**src/rtl/pipe_stall_ctrl.sv**
```systemverilog
// Central pipeline stall/flush controller with a held-over branch flush,
// a saturating stall-cycle counter and a sticky runaway-stall watchdog.
module pipe_stall_ctrl #(
  parameter int NSTAGE     = 5,
  parameter int BR_STAGE   = 2,
  parameter int CNT_W      = 32,
  parameter int WDOG_LIMIT = 4095
) (
  input  logic                  clk,
  input  logic                  rst,
  input  logic [NSTAGE-1:0]     stall_req,
  input  logic                  flush_req,
  output logic [2*NSTAGE-1:0]   stall_sign,
  output logic [NSTAGE-2:0]     flush_sign,
  output logic [CNT_W-1:0]      stall_cycles,
  output logic                  wdog_err
);

  localparam int SW = 2 * NSTAGE;
  localparam int FW = NSTAGE - 1;
  localparam int WW = $clog2(WDOG_LIMIT + 1);

  localparam logic [FW-1:0] FL_MASK =
    {{(FW - BR_STAGE){1'b0}}, {BR_STAGE{1'b1}}};
  localparam logic [SW-1:0] UP_MASK =
    {{(SW - 2*BR_STAGE){1'b0}}, {(2*BR_STAGE){1'b1}}};
  localparam logic [WW-1:0] WLIM = WW'(WDOG_LIMIT);
  localparam logic [WW-1:0] WPRE = WW'(WDOG_LIMIT - 1);

  logic [SW-1:0]    stall_raw;
  logic [SW-1:0]    stall_fin;
  logic [FW-1:0]    flush_fin;
  logic             flush_pend;
  logic             eff_flush;
  logic             down_stall;
  logic             blocked;
  logic             flush_go;
  logic             is_stall;
  logic [WW-1:0]    wcnt;

  // Union of per-requester masks == ones up to the highest requester.
  always_comb begin
    stall_raw = '0;
    for (int i = 0; i < NSTAGE; i++) begin
      if (stall_req[i]) begin
        for (int j = 0; j <= 2*i; j++) begin
          stall_raw[j] = 1'b1;
        end
      end
    end
  end

  assign down_stall = |stall_req[NSTAGE-1:BR_STAGE+1];
  assign eff_flush  = flush_req | flush_pend;
  assign blocked    = eff_flush & down_stall;
  assign flush_go   = eff_flush & ~down_stall;

  always_comb begin
    stall_fin = stall_raw;
    flush_fin = '0;
    if (flush_go) begin
      stall_fin = stall_raw & ~UP_MASK;
      flush_fin = FL_MASK;
    end
  end

  assign stall_sign = rst ? stall_fin : '0;
  assign flush_sign = rst ? flush_fin : '0;
  assign is_stall   = |stall_fin;

  always_ff @(posedge clk or negedge rst) begin
    if (!rst) begin
      flush_pend <= 1'b0;
    end else begin
      flush_pend <= blocked;
    end
  end

  always_ff @(posedge clk or negedge rst) begin
    if (!rst) begin
      stall_cycles <= '0;
    end else if (is_stall && stall_cycles != '1) begin
      stall_cycles <= stall_cycles + CNT_W'(1);
    end
  end

  // Watchdog run length saturates at the limit; the error is sticky.
  always_ff @(posedge clk or negedge rst) begin
    if (!rst) begin
      wcnt     <= '0;
      wdog_err <= 1'b0;
    end else if (is_stall) begin
      if (wcnt != WLIM) begin
        wcnt <= wcnt + WW'(1);
      end
      if (wcnt == WPRE) begin
        wdog_err <= 1'b1;
      end
    end else begin
      wcnt <= '0;
    end
  end

endmodule

```
**config.mk**
```make
export PLATFORM = sky130hd
export DESIGN_NAME = pipe_stall_ctrl
export DESIGN_NICKNAME = d
export VERILOG_FILES = /design/src/rtl/pipe_stall_ctrl.sv
export SDC_FILE = /design/constraint.sdc
export NUM_CORES = 1
export LEC_CHECK = 0
export ABC_AREA = 1
export BUFFER_PORTS_ARGS = -buffer_cell sky130_fd_sc_hd__buf_2
export CELL_PAD_IN_SITES_DETAIL_PLACEMENT = 1
export CELL_PAD_IN_SITES_GLOBAL_PLACEMENT = 1
export CORE_MARGIN = 2
export CORE_UTILIZATION = 42
export DETAILED_ROUTE_END_ITERATION = 8
export PLACE_DENSITY = 0.9
export SYNTH_ARGS = -nofsm -noshare
export SYNTH_HDL_FRONTEND = slang
export SYNTH_SLANG_ARGS = --single-unit
```
**constraint.sdc**
```tcl
create_clock -name clk -period 3.37 [get_ports clk]
set_clock_uncertainty 0.1 [all_clocks]
set_input_delay 0.5055 -clock clk [delete_from_list [all_inputs] [get_ports clk]]
set_output_delay 0.5055 -clock clk [all_outputs]
set_load 0.005 [all_outputs]
```
==> metrics, run 1 <==
Wirelength per Cell=14.3 um; # DRC=0; RD Place Congestion=0.867; Routed WL=8.98 mm; number of iterations in the first detailed-routing pass=4; outcome=finished clean; delay of the slowest critical-path stage=0.42 ns; headroom to the max-slew limit=60.2%; final-layout setup total negative slack=0 ns; overflow left after global routing=0; Worst Hold Class=in2async; sequential power share=48.9%; mean instance size in the synthesized netlist=6.44 um2; Switching Power=457 uW; combined area of all synthesized cells=3100 um2; CP top delay family=simple AND/OR/NAND/NOR gates; antenna viol nets, final=0; growth of design area from synthesis to finish=12.7%; Synth Instances=481; gr usage total=22.8%; Vias per Instance=4.97; total setup buffers inserted after CTS=0; final worst-path cycle share=62.1%; antenna violations before repair=0; clock-pin slew reported for the worst setup and hold paths after clock tree synthesis=0.09 ns; #FFs+latches synth=46; Final Setup Violations=0; most used cells in the layout excluding fill and tap cells=217 x nand2_1, 71 x nor2_1, 51 x buf_2; DRC violation total after the first TritonRoute iteration=122; power share of the clock group=29.9%; via count of the first global-routing pass=3,212; critical-path maximum fanout=33; global-route wire length before repair=15.2 mm; total count of max-transition violations in the final report=0; most common library cell in the layout ignoring fill and taps=nand2_1; R2R setup slack=1.28 ns; io pins=55; number of gates resized after CTS=0; critical path class=reg2reg; overall via count from detail_route=3,123; width of the chip=89.9 um; area share of the largest cell type after synthesis=37.1%; critical-path cell list=ha_1, inv_1, nor2_4, nand2_4, nor2_4, nand2_4, nand2_8, inv_4, nand2_1, nand2_1; critical path launch point type=flip-flop; nets@finish=540; initial core utilization=43.0%; clock sink total=46; Clock Tree Buf Depth=2; Worst EP arrival=2.19 ns; number of placement rows=31; Worst EP required=3.47 ns; transition time at the pin with the least slew margin=0.596 ns; Lkg Pwr=0.00184 uW; Peak VDD IR=265 uV; chip height=89.9 um; sum of buffers and inverters on the critical path=2; post-synth cell types=27; layout cell share with drive strength beyond 1=13.0%; time the final worst path needs with I/O delays and setup=2.09 ns; crit end category=flip-flop; Finished Core Util=48.4%; final std cells w/o fill=628; floorplan die area=8080 um2; Ant. Diodes=0; cell count after placement=621; cts bufs inserted=5; Max Cap Viol=0; Max Clock Freq=478 MHz; ranking of synthesized cells by area=dfrtp_1 37%, nand2_1 26%, nor2_1 8.6%; setup repair after global routing missed its margin=no; H-tree depth=2; Synth area leader=dfrtp_1; power density over cell area=410 nW/um2; area of the core=7210 um2; maximum number of pins on one net before global-route repair=47; switching share of power=31.9%; cell internal power dissipation=974 uW; detailed placer's ending HPWL=6.91 mm; number of I/O port buffers=51; Seq/Total Area, Yosys=37.1%; TritonCTS clock tree=built; slowest library cell on the worst path=dfrtp_1; Synthesis Warnings=0; hold violation total from the final report=0; part of the total power dissipated in combinational logic=21.1%; clock insertion delay at the later pin of the skew report=0.31 ns; clock root buffer master=clkbuf_8; count of hold-fix buffers inserted at cts=0
layout make-up:
cell class                      instances  area (um2)
Inverter                               52         198
Tap cell                               99         124
Fill cell                            1034        3720
Sequential cell                        46        1150
Clock buffer                            6        82.6
Clock inverter                          1        30.0
Multi-Input combinational cell        372        1640
Timing Repair Buffer                   52         263
synth_stat cells:
cell and count:
a21oi_1 5, a31oi_1 1, buf_2 1, buf_4 7, buf_6 5, conb_1 1
dfrtp_1 46, ha_1 3, inv_1 50, inv_2 1, inv_4 1, nand2_1 217
nand2_2 1, nand2_4 2, nand2_8 1, nand3_1 23, nand3b_1 3, nand4_1 5
nor2_1 71, nor2_2 1, nor2_4 3, nor3_1 4, o21ai_0 11, o21ai_1 1
o21bai_1 3, xnor2_1 7, xor2_1 7
path summary, 6_finish.rpt:
check                                      from          endpoint  depth (start not counted)
worst max-delay path            stall_cycles[0]  stall_cycles[15]                         10
worst min-delay path                        rst   stall_cycles[9]                          2
worst max register to register  stall_cycles[0]  stall_cycles[15]                         10
worst min register to register         wdog_err          wdog_err                          1
max in group asynchronous                   rst  stall_cycles[22]                          2
min in group clk                       wdog_err          wdog_err                          1
kinds of logic after synthesis:
kind of cell | Yosys count | synth area share, %
compound gates | 21 | 3.67
xor+xnor | 14 | 3.96
fa+ha+maj | 3 | 1.21
buf+inv | 65 | 10.1
flops | 46 | 37.1
other cells | 1 | 0.121
simple gates | 331 | 43.8
routing by layer:
layer	vias up	wire [um]	GRT usage (%)
met3	13	257	3.35
li1	1547	-	-
met5	-	0	0
met4	0	123	6.28
met2	51	4550	41.9
met1	1512	4050	27.8
state kept, by name, indices dropped and copies added, names as in the netlist:
signal / cells
flush_pend: 1
wdog_err: 1
stall_cycles: 32
wcnt: 12
stage by stage:
stage               power [uW]  hold WS [ns]  cell area [um2]  setup WS, ns
global placement           999         0.358             3380          1.29
CTS                       1450         0.265             3490          1.26
detailed placement        1020         0.363             3380          1.17
floorplan                  905         0.110             3110          1.63
finish                    1430         0.240             3490          1.28
global route              1530         0.298             3490          1.10
power by group through the flow:
stage	clock (uW)	combinational (uW)	sequential, uW
after floorplan	0	208	697
after global placement	0	293	705
after detailed placement	0	308	711
after CTS	440	309	701
after global routing	465	347	716
final	428	302	700
No activity file was read; power rests on OpenSTA's default activity.
==> inputs of run 2 (changes only) <==
--- a/config.mk
+++ b/config.mk
@@ -5,14 +5,14 @@
 export SDC_FILE = /design/constraint.sdc
 export NUM_CORES = 1
 export LEC_CHECK = 0
-export ABC_AREA = 1
+export ABC_AREA = 0
 export BUFFER_PORTS_ARGS = -buffer_cell sky130_fd_sc_hd__buf_2
 export CELL_PAD_IN_SITES_DETAIL_PLACEMENT = 1
 export CELL_PAD_IN_SITES_GLOBAL_PLACEMENT = 1
 export CORE_MARGIN = 2
-export CORE_UTILIZATION = 42
+export CORE_UTILIZATION = 37
 export DETAILED_ROUTE_END_ITERATION = 8
-export PLACE_DENSITY = 0.9
+export PLACE_DENSITY = 0.8
 export SYNTH_ARGS = -nofsm -noshare
 export SYNTH_HDL_FRONTEND = slang
 export SYNTH_SLANG_ARGS = --single-unit
==> constraint.sdc (replaced) <==
create_clock -name clk -period 1.7 [get_ports clk]
set_clock_uncertainty 0.1 [all_clocks]
set_input_delay 0.255 -clock clk [delete_from_list [all_inputs] [get_ports clk]]
set_output_delay 0.255 -clock clk [all_outputs]
set_load 0.005 [all_outputs]
==> run 2 against run 1 <==
Total power up 140%. Core utilization up 14 points. Combinational power rose to 3.9 times the previous value. Setup slack worse by 1.5 ns. Synthesized cell count down 50%. Die area down 11%. The flow now finishes with violations (negative setup slack). Routed wire length up 21%. First-iteration DRC count up 0.82%. Final area up 13%. Sequential share of layout area down 3.9 points. Global-route usage up 4.3 points. Clock power up 110%.
==> metrics, run 2 <==
outcome=complete, but fails checks; violations in the final reports=negative setup slack; growth of design area from synthesis to finish=64.1%; critical-path maximum fanout=4 (-88%); Synth area leader=dfrtp_1; number of iterations in the first detailed-routing pass=4 (unchanged); RD Place Congestion=0.769 (-11%); Synthesis Warnings=0 (unchanged); largest registers in the final layout=stall_cycles x32, wcnt x12; most utilized layer in the global route result=met2; area of all placed cells without fillers=3960 um2 (+13%); Worst EP required=1.82 ns (-1.65 ns); met3 usage=4.62% (+1.3 points); Clock Tree Buf Depth=2 (unchanged); time the final worst path needs with I/O delays and setup=1.91 ns (-0.181 ns); overall via count from detail_route=2,661 (-15%); clock insertion delay at the later pin of the skew report=0.32 ns (about the same); area share of xor/xnor cells in the synthesized design=13.0% (+9.0 points); Seq/Total Area, Yosys=47.7% (+11 points); cts bufs inserted=5 (unchanged); overflow left after global routing=0 (unchanged); io pins=55 (unchanged); maximum number of pins on one net before global-route repair=29 (-38%); #FFs+latches synth=46 (unchanged); hold violation total from the final report=0 (unchanged); area of the core=6310 um2 (-12%); share of cell area taken by muxes after synthesis=0.933% (+0.93 points); detailed placer's ending HPWL=5.93 mm (-14%); total count of max-transition violations in the final report=0 (unchanged); Post-Place Setup Slack=-0.171 ns (-1.34 ns); Post-Synth Simple-Gate Area=27.6% (-16 points); via count of the first global-routing pass=2,730 (-15%); mean instance size in the synthesized netlist=10.1 um2 (+57%); global routing met1 resource utilization=33.5% (+5.6 points); final worst-path cycle share=112% (+50 points); Synth Instances=239 (-50%); placed inst area=3310 um2 (-2.0%); initial core utilization=38.2% (-4.7 points); number of I/O port buffers=51 (unchanged); final-layout setup total negative slack=-4.45 ns (-4.45 ns); Worst EP arrival=2.03 ns (-0.16 ns); Routed WL=10.8 mm (+21%); Total Power Consumption=3450 uW (+140%); Max Cap Viol=0 (unchanged); floorplan die area=7190 um2 (-11%); critical path class=reg2reg; critical-path cell list=nand4_1, nor3_4, nand3_4, buf_6, nand4b_1, mux2_2; nets@finish=403 (-25%); gr usage total=27.1% (+4.3 points); Peak VDD IR=694 uV (+160%); slowest library cell on the worst path=dfrtp_1; Final Setup Violations=39 (+39); most used cells in the layout excluding fill and tap cells=96 x buf_4, 50 x buf_2, 45 x dfrtp_1; antenna viol nets, final=0 (unchanged); clock sink total=46 (unchanged); most frequently used cell type in the post-synthesis netlist=dfrtp_1; crit end category=flip-flop; clock-pin slew reported for the worst setup and hold paths after clock tree synthesis=0.10 ns (about the same); worst hold margin=0.278 ns (+0.0385 ns); H-tree depth=2 (unchanged); dominant combinational cell family by area after synthesis=simple AND/OR/NAND/NOR gates; area share of the largest cell type after synthesis=47.7% (+11 points); dominant register cell in the synthesized netlist=dfrtp_1; TritonCTS clock tree=built; FILL cells=701 (-32%); width of the chip=84.8 um (-5.7%); Vias per Instance=5.66 (+14%); delay of the slowest critical-path stage=0.37 ns (-0.05 ns); Reg with most FFs=stall_cycles; clock root buffer master=clkbuf_8; grt met2 use=47.4% (+5.5 points); power density over cell area=871 nW/um2 (+110%); EDFF count, synth=0 (unchanged); compound-gate portion of the synthesized area=5.49% (+1.8 points); setup repair after global routing missed its margin=yes; Wirelength per Cell=23.1 um (+61%); ranking of synthesized cells by area=dfrtp_1 48%, xor2_1 6.5%, xnor2_1 5.8%; critical path launch point type=flip-flop; Worst Hold Class=in2reg; antenna violations before repair=0 (unchanged); Max Clock Freq=523 MHz (+9.5%); Lkg Pwr=0.00201 uW (+9.4%); global-route wire length before repair=15.0 mm (-1.2%); max reg flops=32 (unchanged); synth cell count leaders=46 x dfrtp_1, 29 x nor2_1, 20 x nand3_1; chip height=84.8 um (-5.7%); adder-cell share of the synthesized area=1.55% (+0.34 points); Ant. Diodes=0 (unchanged); number of placement rows=29 (-6.5%); # DRC=0 (unchanged); combined area of all synthesized cells=2410 um2 (-22%); final worst setup slack=-0.211 ns (-1.49 ns); DRC violation total after the first TritonRoute iteration=123 (+0.82%); layout cell share with drive strength beyond 1=56.5% (+43 points); most common library cell in the layout ignoring fill and taps=buf_4; Post-synth ARST share=100% (unchanged); post-synth cell types=40 (+48%)
-- run 2: what timing repair did --
action / 4_1_cts / 5_1_grt
endpoints found under the hold margin: 46 / 0
pin swaps: 26 / 28
setup buffers: 13 / 21
hold buffers: 1 / 0
gates resized for setup: 37 / 30
setup endpoints to repair: 36 / 42
-- run 2: final cells by class --
| cell class | instances | area (um2) | area share (%) |
|---|---|---|---|
| Multi-Input combinational cell | 180 | 1520 | 38.3 |
| Sequential cell | 46 | 1150 | 29.1 |
| Inverter | 5 | 18.8 | 0.474 |
| Timing Repair Buffer | 154 | 1070 | 27.0 |
| Tap cell | 77 | 96.3 | 2.43 |
| Clock inverter | 3 | 40.0 | 1.01 |
| Clock buffer | 5 | 68.8 | 1.74 |
-- run 2: path summary, 6_finish.rpt --
check | cells past startpoint | slack, ns | endpoint | startpoint
hold / removal | 4 | 0.28 | flush_pend | flush_req
min in group asynchronous | 3 | 0.41 | stall_cycles[6] | rst
setup reg to reg | 6 | -0.21 | stall_cycles[30] | stall_cycles[12]
setup / recovery | 6 | -0.21 | stall_cycles[30] | stall_cycles[12]
max in group asynchronous | 3 | 0.74 | wcnt[3] | rst
hold reg to reg | 1 | 0.42 | wdog_err | wdog_err
-- run 2: metal layers --
layer,wire [um],share of wire (%)
met3,556,5.1
met4,417,3.8
met1,4370,40
met2,5510,51
met5,0,0
-- run 2: critical path: cells and delay by family (launching register included) --
family | cells | cell delay [ns]
buffers and inverters | 1 | 0.17
flip-flops | 1 | 0.37
multiplexers | 1 | 0.30
AND/OR/NAND/NOR | 4 | 0.85
-- run 2: through the flow --
stage,utilization [%],std cells
after floorplan,-,241
after global placement,52.4,429
after detailed placement,52.4,429
after CTS,58.4,450
after global routing,62.8,470
final,62.8,470
-- run 2: logic make-up after synthesis --
kind of cell / after synthesis
AO/OA/AOI/OAI: 20
AND/OR/NAND/NOR: 117
XOR/XNOR: 35
flip-flops: 46
other: 1
buffers and inverters: 15
adder cells (fa/ha/maj): 3
multiplexers: 2
-- run 2: power by group --
group | internal [uW] | leakage (uW) | switching [uW] | total, uW
sequential | 1250 | 0.000615 | 148 | 1400
combinational | 583 | 0.00134 | 589 | 1170
clock | 434 | 0.0000579 | 445 | 879
total | 2270 | 0.00201 | 1180 | 3450
==> inputs of run 3 (changes only) <==
--- a/config.mk
+++ b/config.mk
@@ -10,9 +10,10 @@
 export CELL_PAD_IN_SITES_DETAIL_PLACEMENT = 1
 export CELL_PAD_IN_SITES_GLOBAL_PLACEMENT = 1
 export CORE_MARGIN = 2
-export CORE_UTILIZATION = 37
+export CORE_UTILIZATION = 44
 export DETAILED_ROUTE_END_ITERATION = 8
-export PLACE_DENSITY = 0.8
+export HOLD_SLACK_MARGIN = 0.05
+export PLACE_DENSITY = 0.89
 export SYNTH_ARGS = -nofsm -noshare
 export SYNTH_HDL_FRONTEND = slang
 export SYNTH_SLANG_ARGS = --single-unit
==> constraint.sdc (replaced) <==
create_clock -name clk -period 2.4 [get_ports clk]
set_clock_uncertainty 0.1 [all_clocks]
set_input_delay 0.36 -clock clk [delete_from_list [all_inputs] [get_ports clk]]
set_output_delay 0.36 -clock clk [all_outputs]
set_load 0.005 [all_outputs]
==> run 3 against run 2 <==
The flow now finishes without violations. Routed wire length down 41%. Global-route usage decreased by 3.7 points. Worst hold slack got worse by 0.19 ns. Die area is 15% lower. Setup slack better by 0.52 ns. Final area down 28%. Sequential share of layout area up 11 points. Via count decreased by 23%. Total power decreased by 42%. Cell count down 22%. Highest routed layer unchanged.
==> metrics, run 3 (synthesis gave the netlist of run 2 again) <==
Max Clock Freq=479 MHz (-8.5%); critical path class=reg2reg; RD Place Congestion=0.821 (+6.7%); Wirelength per Cell=17.4 um (-25%); setup repair after global routing missed its margin=no; Peak VDD IR=454 uV (-35%); # DRC=0 (unchanged); FILL cells=620 (-12%); gr usage total=23.4% (-3.7 points); max reg flops=32 (unchanged); power density over cell area=698 nW/um2 (-20%); clock-pin slew reported for the worst setup and hold paths after clock tree synthesis=0.09 ns (about the same); total count of max-transition violations in the final report=0 (unchanged); H-tree depth=2 (unchanged); DRC violation total after the first TritonRoute iteration=88 (-28%); io pins=55 (unchanged); cts bufs inserted=5 (unchanged); critical-path maximum fanout=6 (+2); most used cells in the layout excluding fill and tap cells=51 x buf_2, 46 x dfrtp_1, 29 x nor2_1; overall via count from detail_route=2,048 (-23%); sum of buffers and inverters on the critical path=0 (-1); detailed placer's ending HPWL=4.74 mm (-20%); Worst Hold Class=in2async; Lkg Pwr=0.00144 uW (-28%); TritonCTS clock tree=built; Clock Tree Buf Depth=2 (unchanged); R2R setup slack=0.31 ns (+0.52 ns); number of iterations in the first detailed-routing pass=4 (unchanged); clock insertion delay at the later pin of the skew report=0.30 ns (-0.02 ns); overflow left after global routing=0 (unchanged); chip height=78.1 um (-7.9%); largest registers in the final layout=stall_cycles x32, wcnt x12; maximum number of pins on one net before global-route repair=47 (+62%); headroom to the max-slew limit=58.7%; CP top delay family=simple AND/OR/NAND/NOR gates; via count of the first global-routing pass=2,236 (-18%); final std cells w/o fill=368 (-22%); initial core utilization=46.4% (+8.1 points); hold violation total from the final report=0 (unchanged); number of I/O port buffers=51 (unchanged); layout cell share with drive strength beyond 1=26.8% (-30 points); antenna viol nets, final=0 (unchanged); number of placement rows=26 (-10%); Reg with most FFs=stall_cycles; Ant. Diodes=0 (unchanged); Final Setup Violations=0 (-100%); most common library cell in the layout ignoring fill and taps=buf_2; nets@finish=308 (-24%); transition time at the pin with the least slew margin=0.618 ns; antenna violations before repair=0 (unchanged); Routed WL=6.39 mm (-41%); critical path launch point type=flip-flop; cell count after placement=360 (-16%); outcome=finished clean; Worst EP arrival=2.17 ns (+0.14 ns); final-layout setup total negative slack=0 ns (+4.45 ns); global-route wire length before repair=11.2 mm (-25%); width of the chip=78.1 um (-7.9%); crit end category=flip-flop; clock sink total=46 (unchanged); delay of the slowest critical-path stage=0.58 ns (+0.21 ns); slowest library cell on the worst path=or4b_4; critical-path cell list=nand4_1, nor3_4, nand3_4, or4b_4, xnor2_2; Max Cap Viol=0 (unchanged); final worst-path cycle share=87.0% (-25 points); clock root buffer master=clkbuf_8; area of the core=5200 um2 (-18%); growth of design area from synthesis to finish=18.9%; time the final worst path needs with I/O delays and setup=2.09 ns (+0.176 ns); Vias per Instance=5.57 (-1.7%); Worst EP required=2.48 ns (+0.66 ns); floorplan die area=6100 um2 (-15%)
run 3: changes by cell type in the layout (fill, tap and decap cells not counted), moves of 3 or more:
cell	change
xnor2_1	+3
nor3_4	-6
nand3_1	+8
buf_4	-88
nand3_2	-7
nor2_4	-3
nor3_1	+8
nor2_1	+9
xnor2_2	-3
a21oi_1	+3
nor2_2	-6
buf_6	-6
run 3: metrics by stage:
stage	power, uW	hold WS [ns]	util [%]	worst slack (ns)	area (um2)
CTS	2040	0.103	55.0	0.225	2860
finish	2000	0.0854	55.1	0.313	2870
floorplan	1260	-0.0356	-	0.448	2420
global route	2130	0.136	55.1	0.142	2870
detailed placement	1460	0.373	53.0	0.250	2760
global placement	1400	0.367	53.0	0.437	2760
run 3: cell type report:
| class | count | area, um2 | share of cell area [%] |
|---|---|---|---|
| inverter | 5 | 18.8 | 0.654 |
| tap | 70 | 87.6 | 3.05 |
| clock buffer | 7 | 76.3 | 2.66 |
| sequential | 46 | 1150 | 40.1 |
| multi-input combinational | 180 | 1190 | 41.5 |
| timing repair buffer | 59 | 315 | 11.0 |
| clock inverter | 1 | 30.0 | 1.05 |
run 3: power breakdown:
group / total, uW / switching (uW) / leakage (uW) / internal [uW]
clock: 565 / 254 / 0.0000524 / 312
combinational: 412 / 218 / 0.000772 / 194
sequential: 1030 / 140 / 0.000616 / 886
total: 2000 / 612 / 0.00144 / 1390
run 3: repair_timing:
action,CTS,global route
endpoints found under the setup margin,0,1
resized for setup,0,1
hold buffers,0,0
buffers inserted,0,0
run 3: metal layers:
layer	vias to the layer above	share of wire (%)	GRT usage, %
met5	-	0	0
met4	0	2.6	8.25
met1	1004	43	30.1
met3	17	5.3	5.17
met2	72	49	39.1
li1	955	-	-
run 3: final timing paths:
kind / startpoint / cells past startpoint / end
worst max-delay path: stall_cycles[5] / 5 / stall_cycles[20]
worst min-delay path: rst / 2 / wcnt[11]
worst max register to register: stall_cycles[5] / 5 / stall_cycles[20]
worst min register to register: wdog_err / 1 / wdog_err
max in group asynchronous: rst / 2 / stall_cycles[23]
min in group clk: flush_req / 3 / flush_pend
